`config.mk`:
```
export PLATFORM = sky130hd
export DESIGN_NAME = hazard_ctrl_flat
export DESIGN_NICKNAME = d
export VERILOG_FILES = /design/src/rtl/hazard_ctrl_if.sv /design/src/rtl/hazard_ctrl.sv /design/src/flat_wrapper.sv
export SDC_FILE = /design/constraint.sdc
export NUM_CORES = 1
export LEC_CHECK = 0
export ABC_AREA = 1
export BUFFER_PORTS_ARGS = -buffer_cell sky130_fd_sc_hd__buf_2
export CELL_PAD_IN_SITES_DETAIL_PLACEMENT = 2
export CELL_PAD_IN_SITES_GLOBAL_PLACEMENT = 2
export CORE_UTILIZATION = 29
export DETAILED_ROUTE_END_ITERATION = 7
export PLACE_DENSITY_LB_ADDON = 0.1
export SKIP_LAST_GASP = 1
export SYNTH_ARGS = -nofsm -noshare
export SYNTH_HDL_FRONTEND = slang
export SYNTH_SLANG_ARGS = --single-unit
```
`constraint.sdc`:
```
create_clock -name clk -period 1.8 [get_ports clk]
set_input_delay 0 -clock clk [delete_from_list [all_inputs] [get_ports clk]]
set_output_delay 0 -clock clk [all_outputs]
set_load 0.005 [all_outputs]
```
`src/rtl/hazard_ctrl_if.sv`:
```
// ID-stage hazard bundle: the ID instruction's register usage in, and stall/forward controls out.
// The master side is the decode stage; the slave side is the hazard controller.
interface hazard_ctrl_if #(
  parameter int unsigned REG_W = 5,
  parameter int unsigned CNT_W = 16
);
  logic             id_valid;
  logic [REG_W-1:0] id_rs;
  logic [REG_W-1:0] id_rt;
  logic             id_use_rs;
  logic             id_use_rt;
  logic [REG_W-1:0] id_rwd;
  logic             id_wr;
  logic             id_load;
  logic             stall;
  logic             bubble;
  logic [2:0]       rs_fwd;
  logic [2:0]       rt_fwd;
  logic [CNT_W-1:0] stall_cnt;

  modport master (
    output id_valid, id_rs, id_rt, id_use_rs, id_use_rt, id_rwd, id_wr, id_load,
    input  stall, bubble, rs_fwd, rt_fwd, stall_cnt
  );

  modport slave (
    input  id_valid, id_rs, id_rt, id_use_rs, id_use_rt, id_rwd, id_wr, id_load,
    output stall, bubble, rs_fwd, rt_fwd, stall_cnt
  );
endinterface

```
`src/rtl/hazard_ctrl.sv`:
```
// Five-stage pipeline hazard unit: EX/MEM/WB destination scoreboard, registered operand
// forwarding selects, one-cycle load-use stall and a saturating stall counter.
module hazard_ctrl #(
  parameter int unsigned REG_W     = 5,
  parameter int unsigned CNT_W     = 16,
  parameter bit          WB_BYPASS = 1'b1
) (
  input logic           clk,
  input logic           rst,
  hazard_ctrl_if.slave  bus
);

  logic             r_ex_v,  r_mem_v,  r_wb_v;
  logic [REG_W-1:0] r_ex_rwd, r_mem_rwd, r_wb_rwd;
  logic             r_ex_ld, r_mem_ld;
  logic [2:0]       r_rs_fwd, r_rt_fwd;
  logic [CNT_W-1:0] r_stall_cnt;

  logic       w_ex_rs, w_mem_rs, w_wb_rs;
  logic       w_ex_rt, w_mem_rt, w_wb_rt;
  logic       w_stall;
  logic [2:0] w_rs_fwd, w_rt_fwd;

  // Register 0 is hard-wired and never produces a match.
  always_comb begin
    w_ex_rs  = bus.id_use_rs && r_ex_v  && (r_ex_rwd  != '0) && (r_ex_rwd  == bus.id_rs);
    w_mem_rs = bus.id_use_rs && r_mem_v && (r_mem_rwd != '0) && (r_mem_rwd == bus.id_rs);
    w_wb_rs  = bus.id_use_rs && r_wb_v  && (r_wb_rwd  != '0) && (r_wb_rwd  == bus.id_rs);
    w_ex_rt  = bus.id_use_rt && r_ex_v  && (r_ex_rwd  != '0) && (r_ex_rwd  == bus.id_rt);
    w_mem_rt = bus.id_use_rt && r_mem_v && (r_mem_rwd != '0) && (r_mem_rwd == bus.id_rt);
    w_wb_rt  = bus.id_use_rt && r_wb_v  && (r_wb_rwd  != '0) && (r_wb_rwd  == bus.id_rt);
    w_stall  = bus.id_valid && r_ex_ld && (w_ex_rs || w_ex_rt);
  end

  // Nearest producer wins; an EX match here is always an ALU result since loads stall.
  always_comb begin
    w_rs_fwd = 3'd0;
    w_rt_fwd = 3'd0;
    if (bus.id_valid && !w_stall) begin
      if (w_ex_rs)                  w_rs_fwd = 3'd1;
      else if (w_mem_rs)            w_rs_fwd = r_mem_ld ? 3'd3 : 3'd2;
      else if (w_wb_rs && WB_BYPASS) w_rs_fwd = 3'd4;

      if (w_ex_rt)                  w_rt_fwd = 3'd1;
      else if (w_mem_rt)            w_rt_fwd = r_mem_ld ? 3'd3 : 3'd2;
      else if (w_wb_rt && WB_BYPASS) w_rt_fwd = 3'd4;
    end
  end

  always_ff @(posedge clk) begin
    if (rst) begin
      r_ex_v      <= 1'b0;
      r_ex_rwd    <= '0;
      r_ex_ld     <= 1'b0;
      r_mem_v     <= 1'b0;
      r_mem_rwd   <= '0;
      r_mem_ld    <= 1'b0;
      r_wb_v      <= 1'b0;
      r_wb_rwd    <= '0;
      r_rs_fwd    <= 3'd0;
      r_rt_fwd    <= 3'd0;
      r_stall_cnt <= '0;
    end else begin
      r_wb_v    <= r_mem_v;
      r_wb_rwd  <= r_mem_rwd;
      r_mem_v   <= r_ex_v;
      r_mem_rwd <= r_ex_rwd;
      r_mem_ld  <= r_ex_ld;
      // A stalled ID instruction enters EX as an invalid entry: the bubble.
      r_ex_v    <= bus.id_valid && bus.id_wr && !w_stall;
      r_ex_rwd  <= bus.id_rwd;
      r_ex_ld   <= bus.id_load && bus.id_valid && !w_stall;
      r_rs_fwd  <= w_rs_fwd;
      r_rt_fwd  <= w_rt_fwd;
      if (w_stall && (r_stall_cnt != '1)) begin
        r_stall_cnt <= r_stall_cnt + CNT_W'(1);
      end
    end
  end

  assign bus.stall     = w_stall;
  assign bus.bubble    = w_stall;
  assign bus.rs_fwd    = r_rs_fwd;
  assign bus.rt_fwd    = r_rt_fwd;
  assign bus.stall_cnt = r_stall_cnt;

endmodule
```
`src/flat_wrapper.sv`:
```
// flat-port wrapper written by rule: the top's interface ports become plain ports
module hazard_ctrl_flat 
#(
  parameter int unsigned REG_W     = 5,
  parameter int unsigned CNT_W     = 16,
  parameter bit          WB_BYPASS = 1'b1
)
  (clk, rst, bus_id_valid, bus_id_rs, bus_id_rt, bus_id_use_rs, bus_id_use_rt, bus_id_rwd, bus_id_wr, bus_id_load, bus_stall, bus_bubble, bus_rs_fwd, bus_rt_fwd, bus_stall_cnt);
  hazard_ctrl_if #(.REG_W(REG_W), .CNT_W(CNT_W)) bus_i ();
  input logic clk;
  input logic rst;
  input wire logic [$bits(bus_i.id_valid)-1:0] bus_id_valid;
  input wire logic [$bits(bus_i.id_rs)-1:0] bus_id_rs;
  input wire logic [$bits(bus_i.id_rt)-1:0] bus_id_rt;
  input wire logic [$bits(bus_i.id_use_rs)-1:0] bus_id_use_rs;
  input wire logic [$bits(bus_i.id_use_rt)-1:0] bus_id_use_rt;
  input wire logic [$bits(bus_i.id_rwd)-1:0] bus_id_rwd;
  input wire logic [$bits(bus_i.id_wr)-1:0] bus_id_wr;
  input wire logic [$bits(bus_i.id_load)-1:0] bus_id_load;
  output wire logic [$bits(bus_i.stall)-1:0] bus_stall;
  output wire logic [$bits(bus_i.bubble)-1:0] bus_bubble;
  output wire logic [$bits(bus_i.rs_fwd)-1:0] bus_rs_fwd;
  output wire logic [$bits(bus_i.rt_fwd)-1:0] bus_rt_fwd;
  output wire logic [$bits(bus_i.stall_cnt)-1:0] bus_stall_cnt;
  assign bus_i.id_valid = bus_id_valid;
  assign bus_i.id_rs = bus_id_rs;
  assign bus_i.id_rt = bus_id_rt;
  assign bus_i.id_use_rs = bus_id_use_rs;
  assign bus_i.id_use_rt = bus_id_use_rt;
  assign bus_i.id_rwd = bus_id_rwd;
  assign bus_i.id_wr = bus_id_wr;
  assign bus_i.id_load = bus_id_load;
  assign bus_stall = bus_i.stall;
  assign bus_bubble = bus_i.bubble;
  assign bus_rs_fwd = bus_i.rs_fwd;
  assign bus_rt_fwd = bus_i.rt_fwd;
  assign bus_stall_cnt = bus_i.stall_cnt;
  hazard_ctrl #(.REG_W(REG_W), .CNT_W(CNT_W), .WB_BYPASS(WB_BYPASS)) u_core (.clk(clk), .rst(rst), .bus(bus_i));
endmodule
```
==> summary.txt, run 1 <==
Finish
  • Final net count: ~450
  • Commonest non-fill, non-tap cell in the layout: nand2_1
  • Share of post-route cells with drive strength above 1: between 20 and 25%
  • Layout Utilization: 38.2%
  • Most frequent cells in the layout: nand2_1, nor2_1, inv_1
  • Area growth from synthesis to final layout: 27.4%
  • Non-Filler Instances: approximately 530
  • Design Area, Final: between 2000 and 3000 µm²
  • Diode count: 0

Routing
  • Routed WL per cell: roughly 16 µm
  • DR vias: roughly 2.5k
  • DRC violations left: 0
  • DRT Pass-1 Iters: 4
  • Vias per inst: slightly below 5
  • DRT antenna net count: 0
  • Initial DRC Count: between 60 and 70
  • WL final: between 8 and 9 mm

Die
  • Initial Util: about 30%
  • Standard-cell row count: 32
  • Die Ht: between 90 and 100 µm
  • Die X: roughly 92 µm
  • Core Area: between 7000 and 8000 µm²
  • Die area: between 8000 and 9000 µm²
  • # IOs: between 40 and 50

GRT
  • Initial antenna violation count: 0
  • Total GRT Usage: between 20% and 30%
  • First-pass GRT wire length: about 14 mm
  • Grt ovf: 0
  • Largest net degree at the start of global routing: 32
  • Vias in the first global route: between 2k and 3k

Clocking
  • CTS max path bufs: 2
  • Clk sink count: 42
  • Post-CTS Setup Bufs: 0
  • Cts bufs inserted: 5
  • H-tree levels: 2
  • Worst-skew pair later-pin latency: 0.31 ns
  • CTS tree: yes
  • Clk slew on worst S/H paths: ~0.09 ns
  • Root Driver: clkbuf_8

Placement
  • Dpl hpwl: 6.34 mm
  • Placer congestion estimate: just under 0.8
  • I/O Buffers: between 40 and 50
  • Placement Cell Area: 2740 µm²
  • Cell count after placement: about 510
  • Pre-CTS WS: roughly 0.071 ns

Timing
  • RSZ-0062 raised after global routing: false
  • Tightest hold margin: around 0.085 ns
  • Final period utilization: 92.0%
  • Slew Viols, Final: 0
  • Skew final: 0.0182 ns
  • Max Clock Freq: 604 MHz
  • Final setup fails: 0
  • Worst slew pin tran: around 0.37 ns
  • Setup TNS Final: 0 ns
  • Relative slew margins: between 70% and 80%
  • Fin. Hold Viols: 0
  • Post-route setup slack: 0.144 ns
  • Final Critical Period: 1.66 ns

Logic synthesis
  • Register area share after synthesis: 36.1%
  • Post-Syn Instances: ~360
  • Synth warn: 0
  • Syn Std Cell Area: approximately 2300 µm²
  • Yosys reg bits: 42
  • Post-synth cell types: 29
  • Mapped Avg Cell Area: roughly 6.5 µm²
  • Synth Net Count: between 300 and 400

Critical path
  • RR Startpoint: u_core.bus.stall_cnt[0]
  • CP Data Required Time: 2.03 ns
  • Worst-case reg-to-reg path depth: 7
  • Setup crit start: u_core.bus.stall_cnt[0]
  • Worst EP arrival: around 1.9 ns
  • R2r setup slk: about 0.14 ns
  • CP Launch Type: register
  • Worst R2R End: u_core.bus.stall_cnt[5]
  • CP Class: register to register
  • Critical Path Sink Type: register
  • Critical Path Sink: u_core.bus.stall_cnt[5]
  • Worst-path fanout max: 14

Worst hold path
  • Depth of the worst hold-timing path: 4
  • HP Class: input pin to register

Outcome
  • Status: completed

Power
  • Tot Pwr: between 2 and 2.5 mW
  • Leakage: roughly 1.4 nW
  • Maximum vdd drop: 0.386 mV
  • P per Cell Area: 698 nW/µm²

Run
  • Max Cap Violations: 0
power by group:
part / switching (mW) / internal, mW
Clock: 0.368 / 0.556
Combinational: 0.114 / 0.0696
Sequential: 0.0170 / 0.945
Total: 0.499 / 1.57
state kept, by name, indices dropped and copies added (netlist names):
signal,cells
u_core.bus.rs_fwd,3
u_core.r_wb_rwd,5
u_core.r_wb_v,1
u_core.r_mem_ld,1
u_core.r_mem_v,1
u_core.r_ex_rwd,5
u_core.bus.stall_cnt,16
u_core.r_ex_ld,1
u_core.bus.rt_fwd,3
u_core.r_ex_v,1
u_core.r_mem_rwd,5
synthesized netlist by cell type:
| master | n | area share [%] |
|---|---|---|
| buf_8 | 2 | 1.3 |
| a21oi_1 | 15 | 3.2 |
| buf_6 | 1 | 0.48 |
| a211oi_1 | 3 | 0.97 |
| nor2_1 | 56 | 9.0 |
| nand3_2 | 1 | 0.43 |
| nand4_1 | 23 | 6.2 |
| nor2_4 | 2 | 0.97 |
| nand3_1 | 22 | 4.7 |
| buf_4 | 1 | 0.32 |
| o22ai_1 | 4 | 1.1 |
| nand2_1 | 95 | 15 |
| nor3_1 | 6 | 1.3 |
| nand2_4 | 1 | 0.48 |
| nor2_2 | 1 | 0.27 |
| o211ai_1 | 2 | 0.64 |
| buf_2 | 3 | 0.64 |
| o21ai_0 | 3 | 0.64 |
| inv_2 | 6 | 0.97 |
| nand4_4 | 1 | 0.91 |
| inv_1 | 47 | 7.6 |
| nand2_2 | 3 | 0.81 |
| xor2_1 | 4 | 1.5 |
| o2111ai_1 | 2 | 0.75 |
| dfxtp_1 | 42 | 36 |
| ha_1 | 1 | 0.54 |
| clkbuf_1 | 4 | 0.64 |
| o221ai_1 | 1 | 0.38 |
| xnor2_1 | 5 | 1.9 |
worst max-delay path: stages, from the launching register on:
cell	delay, ns
dfxtp_1	0.38
ha_1	0.19
nand2_1	0.09
nor2_4	0.20
nand4_4	0.21
nand3_4	0.27
nand2_1	0.09
a21oi_1	0.15
logic make-up after synthesis:
family	Yosys count	share of synthesized area, %
AO/OA/AOI/OAI	30	7.68
XOR/XNOR	9	3.38
adder cells (fa/ha/maj)	1	0.537
buffers and inverters	64	11.9
flip-flops	42	36.1
AND/OR/NAND/NOR	211	40.4
metal layers:
layer  track usage, %  up-vias  part of all wire, %
met2             41.2       37                   55
met4             5.95        0                  1.9
met5                0        -                    0
met1             22.8     1216                   41
li1                 -     1271                    -
met3             2.82       13                  2.3
worst min path at each step:
stage,startpoint,end,slack (ns)
CTS,rst,u_core.bus.stall_cnt[1],0.08
finish,rst,u_core.bus.stall_cnt[9],0.09
global route,rst,u_core.bus.stall_cnt[1],0.11
global placement,bus_id_rwd[4],u_core.r_ex_rwd[4],0.20
floorplan,rst,u_core.bus.stall_cnt[15],0.07
detailed placement,bus_id_rwd[2],u_core.r_ex_rwd[2],0.21
what timing repair did:
item | in CTS | in global routing
setup endpoints to repair | 0 | 12
gates resized for setup | 0 | 2
hold endpoints to repair | 8 | 0
hold buffers | 8 | 0
final cells by class:
| cell class | count | area (µm²) |
|---|---|---|
| fill | 987 | 4800 |
| multi-input combinational | 251 | 1220 |
| sequential | 42 | 841 |
| timing repair buffer | 71 | 444 |
| inverter | 53 | 199 |
| tap | 102 | 128 |
| clock buffer | 5 | 68.8 |
| clock inverter | 3 | 68.8 |
(Power assumes the default switching activity.)
==> inputs of run 2 (changes only) <==
--- a/config.mk
+++ b/config.mk
@@ -12,6 +12,7 @@
 export CORE_UTILIZATION = 29
 export DETAILED_ROUTE_END_ITERATION = 7
 export PLACE_DENSITY_LB_ADDON = 0.1
+export REMOVE_ABC_BUFFERS = 1
 export SKIP_LAST_GASP = 1
 export SYNTH_ARGS = -nofsm -noshare
 export SYNTH_HDL_FRONTEND = slang
==> run 2 against run 1 <==
Against the previous run:
- final cell count is 0.57% higher
- clock skew decreased by 0.0031 ns
- non-clock buffer count up 2
==> summary.txt, run 2 (synthesis results as in run 1) <==
Die
  • # IOs: 46 (unchanged)
  • Die X: 91.6 µm (unchanged)
  • Core Area: 7770 µm² (unchanged)
  • Die Ht: 91.6 µm (unchanged)
  • Initial Util: 30.0% (unchanged)
  • Die area: 8400 µm² (unchanged)
  • Standard-cell row count: 32 (unchanged)

Routing
  • DRT antenna net count: 0 (unchanged)
  • Initial DRC Count: 73 (+20%)
  • DR vias: 2553 (+0.63%)
  • Routed WL per cell: 15.4 µm (-1.4%)
  • DRT Pass-1 Iters: 4 (unchanged)
  • DRC violations left: 0 (unchanged)
  • WL final: 8.15 mm (-0.86%)
  • Vias per inst: 4.82 (about the same)

Timing
  • Slew Viols, Final: 0 (unchanged)
  • Skew final: 0.0151 ns (-0.00315 ns)
  • RSZ-0062 raised after global routing: false
  • Final setup fails: 0 (unchanged)
  • Max Clock Freq: 597 MHz (-1.1%)
  • Relative slew margins: 76.9% (+1.6 points)
  • Fin. Hold Viols: 0 (unchanged)
  • Final Critical Period: 1.68 ns (+0.0191 ns)
  • Worst slew pin tran: 0.345 ns (-0.0253 ns)
  • Setup TNS Final: 0 ns (unchanged)
  • Final period utilization: 93.1% (+1.1 points)

Clocking
  • CTS max path bufs: 2 (unchanged)
  • H-tree levels: 2 (unchanged)
  • CTS tree: yes
  • Clk sink count: 42 (unchanged)
  • Cts bufs inserted: 5 (unchanged)
  • Root Driver: clkbuf_8
  • Clk slew on worst S/H paths: 0.10 ns (about the same)
  • Worst-skew pair later-pin latency: 0.31 ns (about the same)

Run
  • Max Cap Violations: 0 (unchanged)

Critical path
  • Max incr delay on CP: 0.38 ns (about the same)
  • CP Launch Type: register
  • Critical Path Sink Type: primary output
  • CP Class: register to primary output
  • Slowest-stage cell, CP: dfxtp_4
  • R2r setup slk: 0.21 ns (+0.07 ns)
  • CP Data Required Time: 1.80 ns (-0.23 ns)
  • Worst-path fanout max: 7 (-7)
  • Worst EP arrival: 1.68 ns (-0.20 ns)
  • Critical Path, Cell by Cell: nand2_1 -> a21oi_1 -> nand2_1 -> nor2_1 -> nand2_2 -> nand2_4 -> buf_6 -> nand2_2 -> inv_1 -> buf_2

Power
  • Leakage: 1.38 nW (-0.61%)
  • Tot Pwr: 1.81 mW (-13%)
  • P per Cell Area: 611 nW/µm² (-12%)
  • Maximum vdd drop: 0.265 mV (-31%)

Finish
  • Final net count: 450 (+0.67%)
  • Filler Cell Count: 1006 (+1.9%)
  • Number of flip-flops in the largest register: 16 (unchanged)
  • Layout Utilization: 38.2% (-0.048 points)
  • FF/Latch Area: 848 µm² (+0.89%)
  • Area growth from synthesis to final layout: 27.2%
  • Most frequent cells in the layout: nand2_1, nor2_1, inv_1
  • Multi-input logic area: 1240 µm² (+1.7%)
  • Share of post-route cells with drive strength above 1: 22.7% (+2.4 points)
  • Diode count: 0 (unchanged)
  • Non-Filler Instances: 530 (+0.57%)
  • Commonest non-fill, non-tap cell in the layout: nand2_1

Placement
  • Dpl hpwl: 6.33 mm (-0.15%)
  • Cell count after placement: 511 (unchanged)
  • I/O Buffers: 45 (unchanged)
  • Placer congestion estimate: 0.815 (+4.4%)

GRT
  • Initial antenna violation count: 0 (unchanged)
  • Grt ovf: 0 (unchanged)
  • First-pass GRT wire length: 13.3 mm (-2.0%)
  • Total GRT Usage: 20.3% (-0.52 points)
  • Vias in the first global route: 2587 (-3.8%)
  • Largest net degree at the start of global routing: 21 (-34%)

Outcome
  • Status: completed

Worst hold path
  • HP Class: input pin to register
[run 2: cell count changes in the layout (fill, tap and decap cells not counted), moves of 2 or more]
| cell | previous run | this run |
|---|---|---|
| dfxtp_1 | 42 | 38 |
| buf_4 | 17 | 20 |
| dfxtp_2 | 0 | 3 |
| bufinv_16 | 2 | 0 |
| clkinvlp_4 | 0 | 2 |
| nor2_1 | 56 | 54 |
| nor2_2 | 1 | 3 |
[run 2: routing by layer]
metal	up-vias	track usage, %	wire [µm]
li1	1288	-	-
met1	1220	28.9	4240
met2	40	32.6	3650
met3	5	2.74	194
met4	0	4.37	64
met5	-	0	0
[run 2: final timing paths]
| path | from | to | cells past startpoint |
|---|---|---|---|
| worst min-delay path | bus_id_valid | u_core.bus.rs_fwd[1] | 3 |
| worst max-delay path | u_core.r_ex_v | bus_bubble | 10 |
| worst min register to register | u_core.r_ex_ld | u_core.r_mem_ld | 2 |
| worst max register to register | u_core.bus.stall_cnt[0] | u_core.bus.stall_cnt[7] | 10 |
[run 2: worst max-delay path: cells and delay by family (launching register included)]
family / cells / cell delay, ns
AO/OA/AOI/OAI: 1 / 0.11
buffers and inverters: 3 / 0.31
AND/OR/NAND/NOR: 6 / 0.55
flip-flops: 1 / 0.38
[run 2: area by class of cell]
| cell class | instances | area share [%] |
|---|---|---|
| sequential | 42 | 28.6 |
| clock buffer | 5 | 2.32 |
| inverter | 53 | 6.71 |
| timing repair buffer | 73 | 15.4 |
| clock inverter | 3 | 0.802 |
| multi-input combinational | 252 | 41.8 |
| tap | 102 | 4.31 |
[run 2: power by group]
group	switching (mW)	internal [mW]
sequential	0.0174	0.945
clock	0.384	0.278
combinational	0.117	0.0689
total	0.519	1.29
[run 2: stage by stage]
stage                     hold WS (ns)  setup WS [ns]  area [µm²]
after global placement           0.203          0.123        2740
after detailed placement         0.220         0.0676        2740
after floorplan                 0.0691          0.226        2250
final                           0.0215          0.124        2960
after CTS                       0.0134         0.0139        2900
after global routing            0.0228         0.0101        2960
[run 2: repair_timing]
| item | in CTS | in global routing |
|---|---|---|
| buffers inserted | 0 | 3 |
| gates resized for setup | 0 | 10 |
| endpoints found under the setup margin | 0 | 17 |
| endpoints found under the hold margin | 7 | 0 |
| hold buffers | 7 | 0 |
